[src/rtl/sawtooth_wave.sv]
// sawtooth_wave
// Phase-accumulator sawtooth generator. Every clock the 8-bit frequency word
// is added to a free-running phase accumulator. The top eight accumulator bits
// form an unsigned ramp sample for the mixer/DAC path. Wrap-around is silent:
// the carry out of the accumulator is dropped, so the ramp falls straight from
// its peak to a low value in one clock.
module sawtooth_wave #(
   parameter int ACC_WIDTH = 12
) (
   input  logic       clk,
   input  logic       rst_n,
   input  logic [7:0] frequency_control,
   output logic [7:0] sawtooth_out
);

   // Sample width is fixed by the downstream DAC path and is not a parameter.
   localparam int OUT_WIDTH = 8;

   // Phase register and its next value.
   logic [ACC_WIDTH-1:0] acc;
   logic [ACC_WIDTH-1:0] acc_next;

   // Modular phase step. The increment is zero-extended to the accumulator
   // width, and the sum is truncated to ACC_WIDTH bits, which discards the
   // carry and gives the silent wrap.
   function automatic logic [ACC_WIDTH-1:0] phase_step(
      input logic [ACC_WIDTH-1:0] phase,
      input logic [7:0]           increment
   );
      logic [ACC_WIDTH-1:0] inc_ext;
      inc_ext = ACC_WIDTH'(increment);
      return phase + inc_ext;
   endfunction

   // Next phase: always advance by the current increment. An increment of
   // zero holds the phase, which gives a DC output.
   always_comb begin
      acc_next = acc;
      acc_next = phase_step(acc, frequency_control);
   end

   // Phase register. Asynchronous reset clears the ramp immediately. A new
   // increment takes effect from the next edge with no phase discontinuity.
   always_ff @(posedge clk or negedge rst_n) begin
      if (!rst_n) begin
         acc <= {ACC_WIDTH{1'b0}};
      end else begin
         acc <= acc_next;
      end
   end

   // The sample comes directly from the register's top bits, with no logic
   // after the flops.
   assign sawtooth_out = acc[ACC_WIDTH-1 -: OUT_WIDTH];

endmodule

[config.mk]
export PLATFORM = sky130hd
export DESIGN_NAME = sawtooth_wave
export DESIGN_NICKNAME = d
export VERILOG_FILES = /design/src/rtl/sawtooth_wave.sv
export SDC_FILE = /design/constraint.sdc
export NUM_CORES = 1
export LEC_CHECK = 0
export ABC_AREA = 1
export ABC_CLOCK_PERIOD_IN_PS = 1700
export CORE_AREA = 4 4 53 55
export CTS_CLUSTER_SIZE = 14
export DETAILED_ROUTE_END_ITERATION = 8
export DIE_AREA = 0 0 57 59
export MAX_ROUTING_LAYER = met4
export SLEW_MARGIN = 15
export SYNTH_ARGS = -nofsm -noshare
export SYNTH_HDL_FRONTEND = slang
export SYNTH_SLANG_ARGS = --single-unit
[constraint.sdc]
create_clock -name clk -period 1.7 [get_ports clk]
set_clock_uncertainty 0.05 [all_clocks]
set_input_delay 0.51 -clock clk [delete_from_list [all_inputs] [get_ports clk]]
set_output_delay 0.51 -clock clk [all_outputs]
set_load 0.005 [all_outputs]
==> results.py <==
metrics = {
    "run_status": {
        "outcome": "complete, no violations",
    },
    "routing": {
        "drtPass1Iterations": 4,
        "final_antenna_net_count": 0,
        "avgRoutedWirePerCell_um": 11.4,
        "vias": 811,
        "routed_wl_mm": 2.03,
        "detail_route.drc_violations": 0,
        "via_per_inst": 4.56,
        "drt_iter0_drc": 10,
    },
    "place": {
        "hpwlAfterDp_mm": 1.48,
        "place.gp.congestion": 0.838,
        "io_buffers": 17,
        "place_ws_ns": -0.508,
        "dp.cells": 170,
        "detailed_place.area_um2": 1110,
    },
    "clock_tree": {
        "cts-buffers-inserted": 3,
        "htreeDepth": 1,
        "root_buffer": "clkbuf_4",
        "cts_tree": "yes",
        "postCtsHoldBufs": 0,
        "clock-sinks": 12,
        "clkLatencyLatePin_ns": 0.27,
        "clkTransAtPathRegs_ns": 0.08,
        "clk_path_buf_depth": 2,
    },
    "floorplanning": {
        "start_util": 0.381,
        "die_h_um": 59,
        "io_pins": 18,
        "die_w_um": 57,
        "die-area_um2": 3360,
        "row_count": 18,
        "core_area_um2": 2390,
    },
    "final_layout": {
        "nets": 169,
        "top_register": "acc",
        "fill_cells": 240,
        "fin_cells": 178,
        "drive_above_1_share": 0.250,
        "fin_area_um2": 1300,
        "multi_input_area_um2": 601,
        "syn2layout_area_growth_pct": 43.1,
        "post-route-util": 0.545,
        "largest_reg_flops": 12,
        "reg_top3": "acc: 12 flops",
        "diodes": 0,
        "regArea_um2": 300,
    },
    "grt": {
        "grt_pass1_wl_mm": 3.53,
        "antenna_found_initial": 0,
        "grt_max_degree": 13,
        "track_usage": 0.136,
        "grt_pass1_vias": 871,
        "grt-ovfl-total": 0,
    },
    "min_path": {
        "min_path_type": "flip-flop to flip-flop",
        "hold_depth": 1,
    },
    "critical_path": {
        "rr_worst_depth": 8,
        "path_class": "primary input to flip-flop",
        "start_kind": "primary input",
        "required_ns": 1.82,
        "cp.arrival_ns": 1.77,
        "cp-end-kind": "flip-flop",
        "worstPathMaxFanout": 4,
    },
    "logic_synthesis": {
        "ys_types": 16,
        "syn_area_um2": 908,
        "syn_inst": 124,
        "syn_area_per_cell_um2": 7.33,
        "yosysWarnings": 0,
        "synth_seq_area_share": 0.331,
        "syn_nets": 143,
        "ys_ff_latch": 12,
    },
    "sta": {
        "rsz0062_at_grt": "false",
        "slew_viol_final": 0,
        "max_freq_ghz": 0.606,
        "post-route-min-period_ns": 1.65,
        "fin_crit_sh": 0.971,
        "setup_viol": 0,
        "hold_viol": 0,
        "fin_ws_ns": 0.0492,
        "tightest_slew_ns": 0.174,
        "maxSlewHeadroom": 0.884,
    },
    "power": {
        "peakVddDrop_mv": 0.909,
        "powerDensity_nw_per_um2": 1750,
        "total_leakage_power_nw": 0.743,
    },
    "flow_run": {
        "cap_viol_max_count": 0,
    },
}
-- layout by cell type, fill, tap and decap left out --
cell             instances
nand3_1                 12
dlygate4sd2_1            5
fa_2                     1
xor2_1                   5
a21oi_2                  2
dlymetal6s2s_1          10
buf_4                   12
xnor2_1                  1
ha_1                     1
nor2_1                   6
ha_2                     1
clkdlybuf4s50_1          2
nand2_2                  6
nor2_2                   3
nand2_1                 37
nand3_2                  2
dfrtp_1                 12
nand4_1                  3
inv_1                   16
clkbuf_4                 3
ha_4                     6
or2_2                    1
a21o_1                   1
-- power breakdown --
part | internal [mW] | total, mW | switching (mW)
registers | 0.443 | 0.532 | 0.0889
clock network | 0.0817 | 0.179 | 0.0973
logic | 0.796 | 1.56 | 0.768
total | 1.32 | 2.28 | 0.954
-- cells in the mapped netlist, drive strengths merged --
library cell	instances	area, µm²
nand2	43	164
xnor2	1	8.76
inv	16	60.1
buf	8	60.1
a21o	1	7.51
fa	1	20.0
nand4	3	18.8
or2	1	6.26
xor2	5	43.8
dfrtp	12	300
ha	8	100
nand3	14	75.1
nor2	9	33.8
a21oi	2	10.0
-- logic make-up after synthesis --
kind of cell    count (synthesis)  share of synthesized area
xor+xnor                        6                     0.0579
buf+inv                        24                      0.132
compound gates                  3                     0.0193
fa+ha+maj                       9                      0.132
flops                          12                      0.331
simple gates                   70                      0.328
-- per-layer routing --
layer  vias to the layer above  global-route usage  share of wire
li1                        432                   -              -
met1                       362               0.156           0.46
met2                        15               0.243           0.49
met3                         2              0.0327          0.039
met4                         0              0.0298         0.0069
met5                         -                   -              0
-- worst max-delay path, cell delays in order --
cell             delay, ns
clkdlybuf4s50_1       0.51
ha_4                  0.23
a21o_1                0.19
nor2_1                0.14
nand2_1               0.07
nand2_1               0.07
nand2_1               0.05
-- through the flow --
stage | hold WS, ns | total power [mW] | setup TNS (ns)
after floorplan | 0.164 | 1.44 | 0
after global placement | 0.408 | 1.80 | -3.42
after detailed placement | 0.425 | 1.81 | -3.57
after CTS | 0.481 | 2.21 | 0
after global routing | 0.497 | 2.52 | 0
final | 0.476 | 2.28 | 0
-- repair_timing --
item	in CTS	in global routing
setup endpoints to repair	11	13
cloned	0	0
buffers inserted	4	1
pin swaps	8	4
gates resized for setup	18	17
-- final cells by class --
| class | count | share of cell area |
|---|---|---|
| multi-input combinational | 88 | 0.462 |
| inverter | 16 | 0.0462 |
| sequential | 12 | 0.231 |
| clock buffer | 3 | 0.0173 |
| timing repair buffer | 29 | 0.215 |
| tap | 30 | 0.0289 |
-- path summary, 6_finish.rpt --
check | slack (ns) | to | from
max in group asynchronous | 0.94 | acc[1] | rst_n
worst max-delay path | 0.05 | acc[8] | frequency_control[7]
min in group asynchronous | 0.50 | acc[7] | rst_n
worst max register to register | 0.17 | acc[8] | acc[0]
worst min-delay path | 0.48 | acc[0] | acc[0]
worst min register to register | 0.48 | acc[0] | acc[0]
Power figures use the tool's default switching activity.
